### config.mk
export PLATFORM = sky130hd
export DESIGN_NAME = regfile_wb_arbiter_flat
export DESIGN_NICKNAME = d
export VERILOG_FILES = /design/src/rtl/regfile_pkg.sv /design/src/rtl/regfile_wb_arbiter_if.sv /design/src/rtl/rr_arbiter2.sv /design/src/rtl/regfile_wb_arbiter.sv /design/src/flat_wrapper.sv
export SDC_FILE = /design/constraint.sdc
export NUM_CORES = 1
export LEC_CHECK = 0
export ABC_AREA = 1
export CORE_MARGIN = 5
export CORE_UTILIZATION = 40
export CTS_CLUSTER_SIZE = 16
export DETAILED_ROUTE_END_ITERATION = 8
export PLACE_DENSITY_LB_ADDON = 0.2
export SYNTH_ARGS = -nofsm -noshare
export SYNTH_HDL_FRONTEND = slang
export SYNTH_HIERARCHICAL = 1
export SYNTH_SLANG_ARGS = --single-unit
### constraint.sdc
create_clock -name clk -period 1.15 [get_ports clk]
set_input_delay 0.23 -clock clk [delete_from_list [all_inputs] [get_ports clk]]
set_output_delay 0.23 -clock clk [all_outputs]
set_load 0.05 [all_outputs]
### src/rtl/regfile_pkg.sv
// Shared constants and port-select encoding for the register file writeback path.
package regfile_pkg;
    localparam int DATA_W   = 8;
    localparam int ADDR_W   = 4;
    localparam int NUM_REGS = 2 ** ADDR_W;

    typedef enum logic {
        PORT_ALU  = 1'b0,
        PORT_LOAD = 1'b1
    } port_sel_t;
endpackage

### src/rtl/regfile_wb_arbiter_if.sv
// Writeback requesters, issue/decode scoreboard taps and register-file write outputs.
interface regfile_wb_arbiter_if;
    import regfile_pkg::*;

    logic              r0_valid;
    logic [ADDR_W-1:0] r0_dest;
    logic [DATA_W-1:0] r0_data;
    logic              r0_ready;
    logic              r1_valid;
    logic [ADDR_W-1:0] r1_dest;
    logic [DATA_W-1:0] r1_data;
    logic              r1_ready;

    logic              issue_valid;
    logic [ADDR_W-1:0] issue_dest;
    logic [ADDR_W-1:0] chk_src1;
    logic [ADDR_W-1:0] chk_src2;
    logic              hazard;
    logic              issue_err;
    logic [NUM_REGS-1:0] pending;

    logic              RegFileWrite;
    logic [ADDR_W-1:0] Destin;
    logic [DATA_W-1:0] Datain;

    modport master (
        output r0_valid, r0_dest, r0_data, r1_valid, r1_dest, r1_data,
        output issue_valid, issue_dest, chk_src1, chk_src2,
        input  r0_ready, r1_ready, hazard, issue_err, pending,
        input  RegFileWrite, Destin, Datain
    );

    modport slave (
        input  r0_valid, r0_dest, r0_data, r1_valid, r1_dest, r1_data,
        input  issue_valid, issue_dest, chk_src1, chk_src2,
        output r0_ready, r1_ready, hazard, issue_err, pending,
        output RegFileWrite, Destin, Datain
    );
endinterface

### src/rtl/rr_arbiter2.sv
// Two-requester round-robin arbiter; grants are combinational, zero latency.
// Under contention the port not granted last wins; both grants held low during reset.
module rr_arbiter2
    import regfile_pkg::*;
(
    input  logic      clk,
    input  logic      Reset,
    input  logic      req0,
    input  logic      req1,
    output logic      gnt0,
    output logic      gnt1,
    output port_sel_t sel
);
    port_sel_t last;

    always_ff @(posedge clk) begin
        if (Reset) begin
            last <= PORT_LOAD;
        end else if (gnt0 || gnt1) begin
            last <= gnt1 ? PORT_LOAD : PORT_ALU;
        end
    end

    always_comb begin
        gnt0 = 1'b0;
        gnt1 = 1'b0;
        if (!Reset) begin
            if (req0 && req1) begin
                gnt0 = (last == PORT_LOAD);
                gnt1 = (last == PORT_ALU);
            end else begin
                gnt0 = req0;
                gnt1 = req1;
            end
        end
    end

    assign sel = gnt1 ? PORT_LOAD : PORT_ALU;
endmodule

### src/rtl/regfile_wb_arbiter.sv
// Arbitrates ALU/load writebacks onto the register-file write port and tracks pending destinations.
// Write appears one cycle after transfer (register loads two edges after it); requesters stall on ready.
module regfile_wb_arbiter
    import regfile_pkg::*;
(
    input  logic               clk,
    input  logic               Reset,
    regfile_wb_arbiter_if.slave bus
);
    logic                gnt0;
    logic                gnt1;
    port_sel_t           sel;
    logic                xfer;
    logic [NUM_REGS-1:0] pending_q;
    logic [NUM_REGS-1:0] pending_d;
    logic                wr_q;
    logic [ADDR_W-1:0]   dest_q;
    logic [DATA_W-1:0]   data_q;
    logic                err_q;
    logic                err_d;

    rr_arbiter2 u_arb (
        .clk   (clk),
        .Reset (Reset),
        .req0  (bus.r0_valid),
        .req1  (bus.r1_valid),
        .gnt0  (gnt0),
        .gnt1  (gnt1),
        .sel   (sel)
    );

    assign xfer = gnt0 | gnt1;

    // Clear before set so a same-cycle issue (the younger instruction) keeps the bit.
    always_comb begin
        pending_d = pending_q;
        if (wr_q) begin
            pending_d[dest_q] = 1'b0;
        end
        if (bus.issue_valid) begin
            pending_d[bus.issue_dest] = 1'b1;
        end
    end

    assign err_d = bus.issue_valid && pending_q[bus.issue_dest]
                   && !(wr_q && (dest_q == bus.issue_dest));

    always_ff @(posedge clk) begin
        if (Reset) begin
            pending_q <= '0;
            wr_q      <= 1'b0;
            dest_q    <= '0;
            data_q    <= '0;
            err_q     <= 1'b0;
        end else begin
            pending_q <= pending_d;
            wr_q      <= xfer;
            err_q     <= err_d;
            if (xfer) begin
                dest_q <= (sel == PORT_LOAD) ? bus.r1_dest : bus.r0_dest;
                data_q <= (sel == PORT_LOAD) ? bus.r1_data : bus.r0_data;
            end
        end
    end

    assign bus.r0_ready     = gnt0;
    assign bus.r1_ready     = gnt1;
    assign bus.hazard       = pending_q[bus.chk_src1] | pending_q[bus.chk_src2];
    assign bus.issue_err    = err_q;
    assign bus.pending      = pending_q;
    assign bus.RegFileWrite = wr_q;
    assign bus.Destin       = dest_q;
    assign bus.Datain       = data_q;
endmodule

### src/flat_wrapper.sv
// flat-port wrapper written by rule: the top's interface ports become plain ports
module regfile_wb_arbiter_flat import regfile_pkg::*;
  (clk, Reset, bus_r0_valid, bus_r0_dest, bus_r0_data, bus_r1_valid, bus_r1_dest, bus_r1_data, bus_issue_valid, bus_issue_dest, bus_chk_src1, bus_chk_src2, bus_r0_ready, bus_r1_ready, bus_hazard, bus_issue_err, bus_pending, bus_RegFileWrite, bus_Destin, bus_Datain);
  regfile_wb_arbiter_if bus_i ();
  input  logic clk;
  input  logic Reset;
  input wire logic [$bits(bus_i.r0_valid)-1:0] bus_r0_valid;
  input wire logic [$bits(bus_i.r0_dest)-1:0] bus_r0_dest;
  input wire logic [$bits(bus_i.r0_data)-1:0] bus_r0_data;
  input wire logic [$bits(bus_i.r1_valid)-1:0] bus_r1_valid;
  input wire logic [$bits(bus_i.r1_dest)-1:0] bus_r1_dest;
  input wire logic [$bits(bus_i.r1_data)-1:0] bus_r1_data;
  input wire logic [$bits(bus_i.issue_valid)-1:0] bus_issue_valid;
  input wire logic [$bits(bus_i.issue_dest)-1:0] bus_issue_dest;
  input wire logic [$bits(bus_i.chk_src1)-1:0] bus_chk_src1;
  input wire logic [$bits(bus_i.chk_src2)-1:0] bus_chk_src2;
  output wire logic [$bits(bus_i.r0_ready)-1:0] bus_r0_ready;
  output wire logic [$bits(bus_i.r1_ready)-1:0] bus_r1_ready;
  output wire logic [$bits(bus_i.hazard)-1:0] bus_hazard;
  output wire logic [$bits(bus_i.issue_err)-1:0] bus_issue_err;
  output wire logic [$bits(bus_i.pending)-1:0] bus_pending;
  output wire logic [$bits(bus_i.RegFileWrite)-1:0] bus_RegFileWrite;
  output wire logic [$bits(bus_i.Destin)-1:0] bus_Destin;
  output wire logic [$bits(bus_i.Datain)-1:0] bus_Datain;
  assign bus_i.r0_valid = bus_r0_valid;
  assign bus_i.r0_dest = bus_r0_dest;
  assign bus_i.r0_data = bus_r0_data;
  assign bus_i.r1_valid = bus_r1_valid;
  assign bus_i.r1_dest = bus_r1_dest;
  assign bus_i.r1_data = bus_r1_data;
  assign bus_i.issue_valid = bus_issue_valid;
  assign bus_i.issue_dest = bus_issue_dest;
  assign bus_i.chk_src1 = bus_chk_src1;
  assign bus_i.chk_src2 = bus_chk_src2;
  assign bus_r0_ready = bus_i.r0_ready;
  assign bus_r1_ready = bus_i.r1_ready;
  assign bus_hazard = bus_i.hazard;
  assign bus_issue_err = bus_i.issue_err;
  assign bus_pending = bus_i.pending;
  assign bus_RegFileWrite = bus_i.RegFileWrite;
  assign bus_Destin = bus_i.Destin;
  assign bus_Datain = bus_i.Datain;
  regfile_wb_arbiter u_core (.clk(clk), .Reset(Reset), .bus(bus_i));
endmodule
---- Word-level counts from Yosys, hierarchy flattened ----
Index checks and enable logic that the tools add are counted.
storage, ports and cells
  flip-flop bits (word level) ............. 31
  input port bits ......................... 41
  output and inout bits ................... 33
  word-level logic and storage cells ...... 46
operators by class
  order comparisons ....................... 6
  equality and inequality tests ........... 1
  muxes and demuxes ....................... 19
  bitwise logic cells ..................... 6
  reduce and logical (&&, ||, !) cells .... 8
operators by type and width
  kind                                                                count
  2-to-1 mux 16 bit                                                   2
  less-than comparator 4 x 5 -> 1 bit (second input constant)         4
  bitwise AND 16 bit                                                  1
  inverter 16 bit                                                     1
  OR 16 bit                                                           1
  binary-select mux 1 bit (select 4 bit)                              3
  2-to-1 mux 1 bit                                                    10
  demux 1 bit (select 4 bit)                                          2
  greater-or-equal comparator 4 x 1 -> 1 bit (second input constant)  2
  2-to-1 mux 8 bit                                                    1
  logical AND 1 bit                                                   6
  == test 4 bit                                                       1
  2-to-1 mux 4 bit                                                    1
  OR 1 bit                                                            2
  zero test 1 bit                                                     1
  logical OR 1 bit                                                    1
  inverter 1 bit                                                      1

---- Logic depth before layout (Yosys ltp) ----
  depth after elaboration ................. 9
  gate-level depth with buffers ........... 9
  depth with buffers taken out ............ 8

---- Cells and area by module ----
Netlist, hierarchy kept.
modules (own cells, without submodules)
  module              instances  cells an instance  area each (µm²)  sequential area each (µm²)
  regfile_wb_arbiter  1          306                1,968.1          600.6
  rr_arbiter2         1          12                 75.1             20.0

---- Worst setup path before layout ----
OpenSTA, ideal clock, no wires.
  path type ............................... input -> register
  start point ............................. input Reset
  end point ............................... register u_core.data_q[2] (netlist: u_core/bus.Datain[2])
  setup time .............................. 88 ps
  arrival ................................. 1,932 ps
  data required time ...................... 1,062 ps
  setup slack ............................. -870 ps
  cell stages on the path ................. 7
  path buffers ............................ 2
  cells stage by stage .................... inv_2 > nand2_1 > a21oi_1 > buf_4 > buf_2 > nor2_1 > o32ai_2
between the ends
  cells in the longest elaborated chain, start to end .. 3
  elaborated cells on any way between the ends .. 5
  classes of those cells .................. mux: 4; bitwise: 1
RTL lines
  item                  RTL line                  text
  start, declared       flat_wrapper.sv:6         input logic Reset;
  2-to-1 mux 1 bit      rr_arbiter2.sv:27         if (!Reset) begin
  net bus_r1_ready      flat_wrapper.sv:18        output wire logic [$bits(bus_i.r1_ready)-1:0] bus_r1_ready;
  2-to-1 mux 1 bit      rr_arbiter2.sv:38         assign sel = gnt1 ? PORT_LOAD : PORT_ALU;
  net u_core.sel        regfile_wb_arbiter.sv:12  port_sel_t sel;
  2-to-1 mux 8 bit      regfile_wb_arbiter.sv:61  data_q <= (sel == PORT_LOAD) ? bus.r1_data : bus.r0_data;
  end signal, assigned  regfile_wb_arbiter.sv:61
  end, declared         regfile_wb_arbiter.sv:18  logic [DATA_W-1:0] data_q;
The timed path passes the listed nets, and every way through them passes these cells.
A chain may end at the register's enable or synchronous reset.

---- Final worst setup path ----
  start point ............................. register u_core.pending_q[5] (netlist: u_core/bus.pending[5])
  end point ............................... output bus_hazard
between the ends
  cells in the longest elaborated chain, start to end .. 3
  elaborated cells on any way between the ends .. 5
  classes of those cells .................. mux: 4; bitwise: 1
RTL lines
  item                                    RTL line                  text
  start, declared                         regfile_wb_arbiter.sv:14  logic [NUM_REGS-1:0] pending_q;
  start signal, assigned                  regfile_wb_arbiter.sv:56  pending_q <= pending_d;
  binary-select mux 1 bit (select 4 bit)  regfile_wb_arbiter.sv:68  assign bus.hazard = pending_q[bus.chk_src1] | pending_q[bus.chk_src2];
  2-to-1 mux 1 bit (not written as such)  regfile_wb_arbiter.sv:68
  OR 1 bit *                              regfile_wb_arbiter.sv:68
  end, declared                           flat_wrapper.sv:19        output wire logic [$bits(bus_i.hazard)-1:0] bus_hazard;
Mark *: on every way between the ends. The rest lies on a longest branch, timed or not. The select of a mux whose other input is x is not followed.

==> impl_results.html <==
<table>
<tr><th>Metric</th><th>Value</th></tr>
<tr><th colspan="2">Setup path</th></tr>
<tr><td>Worst EP arrival</td><td>approximately 1.3 ns</td></tr>
<tr><td>Worst reg2reg path startpoint</td><td>u_core/u_arb/last</td></tr>
<tr><td>Setup CP Type</td><td>register to primary output</td></tr>
<tr><td>Kind of end point of the critical path</td><td>primary output</td></tr>
<tr><td>Worst setup startpoint</td><td>u_core/bus.pending[5]</td></tr>
<tr><td>Sort of element at the start of the critical path</td><td>register</td></tr>
<tr><td>Critical Path RT</td><td>between 0.9 and 1 ns</td></tr>
<tr><td>Max FO, Critical Path</td><td>2</td></tr>
<tr><th colspan="2">Drt</th></tr>
<tr><td>Detailed-route via count</td><td>roughly 2.8k</td></tr>
<tr><td>Final antenna-violating net count</td><td>0</td></tr>
<tr><td>Post-route DRC</td><td>0</td></tr>
<tr><td>Initial DRT Pass Iterations</td><td>6</td></tr>
<tr><td>Vias per Instance</td><td>approximately 5.4</td></tr>
<tr><td>Routed WL</td><td>8440 um</td></tr>
<tr><td>Initial drt markers</td><td>roughly 260</td></tr>
<tr><td>Average detailed-routed wire length per instance</td><td>between 15 and 20 um</td></tr>
<tr><th colspan="2">Cells and area</th></tr>
<tr><td>Share of post-route cells with drive strength above 1</td><td>49.8%</td></tr>
<tr><td>Finished Core Util</td><td>between 80% and 90%</td></tr>
<tr><td>Antenna diode instance count</td><td>0</td></tr>
<tr><td>Synth-to-Final Area Change</td><td>102%</td></tr>
<tr><td>Cell area after layout</td><td>4120 um^2</td></tr>
<tr><td>Layout Nets</td><td>480</td></tr>
<tr><th colspan="2">Synth</th></tr>
<tr><td>Proportion of netlist area held by the largest area contributor</td><td>around 30%</td></tr>
<tr><td>Part of the Yosys area used for sequential elements</td><td>between 30% and 40%</td></tr>
<tr><td>Post-synthesis net count</td><td>between 300 and 400</td></tr>
<tr><td>Avg Cell Area, Syn</td><td>6.43 um^2</td></tr>
<tr><td>Distinct cells, synth</td><td>23</td></tr>
<tr><td>Dominant cells by area after synthesis</td><td>sky130_fd_sc_hd__dfxtp_1 30%, sky130_fd_sc_hd__nand2_1 17%, sky130_fd_sc_hd__nand3_1 10%</td></tr>
<tr><td>Area of the mapped netlist</td><td>between 2000 and 2500 um^2</td></tr>
<tr><td>Largest area contributor in the synthesized netlist</td><td>sky130_fd_sc_hd__dfxtp_1</td></tr>
<tr><td>Number of synthesized register bits</td><td>31</td></tr>
<tr><td>Synth Instances</td><td>around 320</td></tr>
<tr><td>Synth warn</td><td>6</td></tr>
<tr><th colspan="2">STA</th></tr>
<tr><td>Skew final</td><td>a little over 0.009 ns</td></tr>
<tr><td>Achievable frequency</td><td>between 0.6 and 0.7 GHz</td></tr>
<tr><td>Fin crit period</td><td>between 1.5 and 2 ns</td></tr>
<tr><td>Setup repair after global routing missed its margin</td><td>yes</td></tr>
<tr><td>Number of pins with negative max-slew slack in the final report</td><td>0</td></tr>
<tr><td>Share of the cycle needed by the critical path after routing</td><td>135%</td></tr>
<tr><td>Total of endpoints with negative setup slack in the final report</td><td>20</td></tr>
<tr><td>Crit path setup slack, layout</td><td>-0.400 ns</td></tr>
<tr><td>Pin slew with the least headroom to its limit</td><td>roughly 0.28 ns</td></tr>
<tr><td>Final count of hold timing violations</td><td>0</td></tr>
<tr><td>Slew margin rel.</td><td>approximately four fifths</td></tr>
<tr><th colspan="2">Global routing</th></tr>
<tr><td>Antenna violations before repair</td><td>0</td></tr>
<tr><td>First-pass GRT wire length</td><td>12400 um</td></tr>
<tr><td>Via count of the first global-routing pass</td><td>roughly 2.7k</td></tr>
<tr><td>Total global routing overflow</td><td>0</td></tr>
<tr><td>Gr usage total</td><td>24.4%</td></tr>
<tr><td>Largest net degree at the start of global routing</td><td>21</td></tr>
<tr><th colspan="2">Die</th></tr>
<tr><td>Die footprint</td><td>roughly 6600 um^2</td></tr>
<tr><td>Placement Rows</td><td>26</td></tr>
<tr><td>Vertical die dimension</td><td>approximately 80 um</td></tr>
<tr><td>Area of the core region</td><td>between 5000 and 6000 um^2</td></tr>
<tr><td>Width of the die</td><td>slightly above 80 um</td></tr>
<tr><td>Number of placed I/O pins</td><td>74</td></tr>
<tr><td>Initial Utilization</td><td>40.5%</td></tr>
<tr><th colspan="2">Worst hold path</th></tr>
<tr><td>Min-Delay Startpoint</td><td>bus_issue_dest[1]</td></tr>
<tr><td>Worst Hold Class</td><td>input port to register</td></tr>
<tr><th colspan="2">Clocking</th></tr>
<tr><td>CTS HTree Levels</td><td>2</td></tr>
<tr><td>CTS max path bufs</td><td>2</td></tr>
<tr><td>Total clock buffers created by CTS</td><td>5</td></tr>
<tr><td>Clock input transition at the sequential cells of the worst setup and hold paths</td><td>~0.07 ns</td></tr>
<tr><td>Clock root buffer</td><td>sky130_fd_sc_hd__clkbuf_8</td></tr>
<tr><td>Clk Latency, worst-skew pair</td><td>0.29 ns</td></tr>
<tr><td>TritonCTS clock tree</td><td>built</td></tr>
<tr><td>Clock sink count</td><td>31</td></tr>
<tr><th colspan="2">Placement</th></tr>
<tr><td>Last weighted congestion value of the routability-driven placer</td><td>just under 0.9</td></tr>
<tr><td>Port-buffer cells</td><td>73</td></tr>
<tr><td>HPWL Detailed</td><td>~5600 um</td></tr>
<tr><td>Placed inst area</td><td>between 3000 and 4000 um^2</td></tr>
<tr><th colspan="2">Pwr</th></tr>
<tr><td>Total internal power</td><td>around 2.3 mW</td></tr>
<tr><td>Proportion of power drawn by flip-flops and latches</td><td>roughly a third</td></tr>
<tr><td>Part of the power in combinational logic</td><td>between 30 and 40%</td></tr>
<tr><td>Reported net switching power</td><td>1.21 mW</td></tr>
<tr><td>Share of total power consumed by net switching</td><td>a little over a third</td></tr>
<tr><td>Power per cell area</td><td>between 800 and 900 nW/um^2</td></tr>
<tr><td>Clk pwr share</td><td>28.7%</td></tr>
<tr><td>Leakage power of the design</td><td>1.75 nW</td></tr>
<tr><td>Highest ir drop seen on vdd</td><td>~0.73 mV</td></tr>
<tr><th colspan="2">Run status</th></tr>
<tr><td>Run status</td><td>finished with violations</td></tr>
<tr><td>Violations in the final reports</td><td>negative setup slack</td></tr>
<tr><th colspan="2">Flow run</th></tr>
<tr><td>Max-cap viol count</td><td>0</td></tr>
</table>
cell type report:
class                   instances  area [um^2]
multi-input cells             233         1450
fillers                       286          918
repair inverters                1         6.26
well taps                      70         87.6
flip-flops and latches         31          698
clock buffers                   6         93.8
clock inverters                 2         13.8
inverters                      40          175
repair buffers                127         1600
worst max-delay path: stages (launching register included):
cell and delay, ns:
sky130_fd_sc_hd__dfxtp_4 0.35, sky130_fd_sc_hd__inv_2 0.06, sky130_fd_sc_hd__nand2_1 0.06, sky130_fd_sc_hd__nand3_1 0.09
sky130_fd_sc_hd__nand3_1 0.07, sky130_fd_sc_hd__nand2_1 0.07, sky130_fd_sc_hd__nand2_1 0.06, sky130_fd_sc_hd__nand2_2 0.08
sky130_fd_sc_hd__nand2_4 0.05, sky130_fd_sc_hd__buf_12 0.14
synthesized netlist by cell type (all sizes together):
library cell	n
o22ai	1
xnor2	1
a21oi	18
nor2	37
nand3	41
o31ai	4
nand2	96
buf	14
inv	40
o21ai	21
dfxtp	31
nor3	2
o32ai	12
kinds of logic (layout without fill, tap and decap cells):
family | Yosys count | count (layout) | synth area share (%)
DFF | 31 | 31 | 30.4
and+or+nand+nor | 176 | 176 | 37.2
AOI/OAI and AO/OA | 56 | 56 | 19.8
buffers and inverters | 54 | 176 | 12.2
xor gates and xnor gates | 1 | 1 | 0.429
worst paths after layout:
path              slack [ns]                      to  depth (start not counted)
setup reg to reg       -0.26    u_core/bus.Datain[2]                          9
hold / removal          0.36  u_core/bus.pending[12]                          4
hold reg to reg         0.52    u_core/bus.Datain[7]                          2
setup / recovery       -0.40              bus_hazard                          9
per-stage QoR:
stage          setup slack (ns)  setup TNS [ns]  hold slack (ns)  power [mW]  cells
2_1_floorplan            -0.287           -3.22            0.295        1.76    318
3_5_place_dp             -0.601          -13.74            0.502        2.32    486
5_1_grt                  -0.481           -5.81            0.396        3.64    510
6_report                 -0.400           -4.09            0.364        3.50    510
3_3_place_gp             -0.582          -13.36            0.499        2.30    486
4_1_cts                  -0.382           -2.99            0.451        3.39    504
sequential cells by signal (all words and copies together) (netlist names):
name / cells
u_core/bus.Datain: 8
u_core/bus.issue_err: 1
u_core/bus.RegFileWrite: 1
u_core/u_arb/last: 1
u_core/bus.Destin: 4
u_core/bus.pending: 16
layer usage:
metal | routed length [um] | track usage [%] | share of wire, %
met4 | 245 | 10.5 | 2.9
met5 | 0 | 0 | 0
met1 | 3120 | 27.7 | 37
met2 | 4300 | 41.7 | 51
met3 | 771 | 7.79 | 9.1
cells in the final DEF (no fill, tap or decap):
| master | n |
|---|---|
| sky130_fd_sc_hd__nand2_1 | 83 |
| sky130_fd_sc_hd__buf_12 | 35 |
| sky130_fd_sc_hd__clkdlybuf4s50_1 | 29 |
| sky130_fd_sc_hd__buf_4 | 26 |
| sky130_fd_sc_hd__buf_6 | 25 |
| sky130_fd_sc_hd__nor2_1 | 24 |
| sky130_fd_sc_hd__nand3_1 | 22 |
| sky130_fd_sc_hd__inv_2 | 21 |
| sky130_fd_sc_hd__dfxtp_4 | 20 |
| sky130_fd_sc_hd__nand3_2 | 18 |
| sky130_fd_sc_hd__a21oi_1 | 17 |
| sky130_fd_sc_hd__o21ai_1 | 14 |
| sky130_fd_sc_hd__nand2_2 | 12 |
| sky130_fd_sc_hd__inv_1 | 10 |
| sky130_fd_sc_hd__inv_4 | 9 |
| sky130_fd_sc_hd__o32ai_2 | 9 |
| sky130_fd_sc_hd__dfxtp_1 | 9 |
| sky130_fd_sc_hd__nor2_2 | 8 |
| sky130_fd_sc_hd__dlygate4sd2_1 | 7 |
| sky130_fd_sc_hd__o21ai_2 | 7 |
| sky130_fd_sc_hd__clkbuf_8 | 5 |
| sky130_fd_sc_hd__nor2_4 | 5 |
| sky130_fd_sc_hd__o31ai_1 | 3 |
| sky130_fd_sc_hd__o32ai_4 | 3 |
| sky130_fd_sc_hd__clkbuf_2 | 2 |
| sky130_fd_sc_hd__dlymetal6s2s_1 | 2 |
| sky130_fd_sc_hd__nor3_4 | 2 |
| sky130_fd_sc_hd__dfxtp_2 | 2 |
| sky130_fd_sc_hd__clkinv_2 | 1 |
| sky130_fd_sc_hd__clkbuf_16 | 1 |
| sky130_fd_sc_hd__clkinv_4 | 1 |
| sky130_fd_sc_hd__bufbuf_16 | 1 |
| sky130_fd_sc_hd__nand2_4 | 1 |
| sky130_fd_sc_hd__nand3_4 | 1 |
| sky130_fd_sc_hd__inv_6 | 1 |
| sky130_fd_sc_hd__o22ai_2 | 1 |
| sky130_fd_sc_hd__xnor2_1 | 1 |
| sky130_fd_sc_hd__o31ai_2 | 1 |
| sky130_fd_sc_hd__a21oi_4 | 1 |
power by group through the flow:
stage               sequential (mW)  clock, mW  combinational [mW]
floorplan                      1.34          0               0.414
global placement               1.19          0                1.11
global route                   1.18       1.08                1.39
finish                         1.17       1.00                1.32
CTS                            1.16       1.02                1.21
detailed placement             1.19          0                1.13
repair_timing:
item	4_1_cts	5_1_grt
hold buffers	0	0
gates resized for setup	46	71
setup endpoints to repair	42	42
setup buffers	8	7
pin swaps	7	21
gates cloned	2	0
Power figures use the tool's default switching activity.
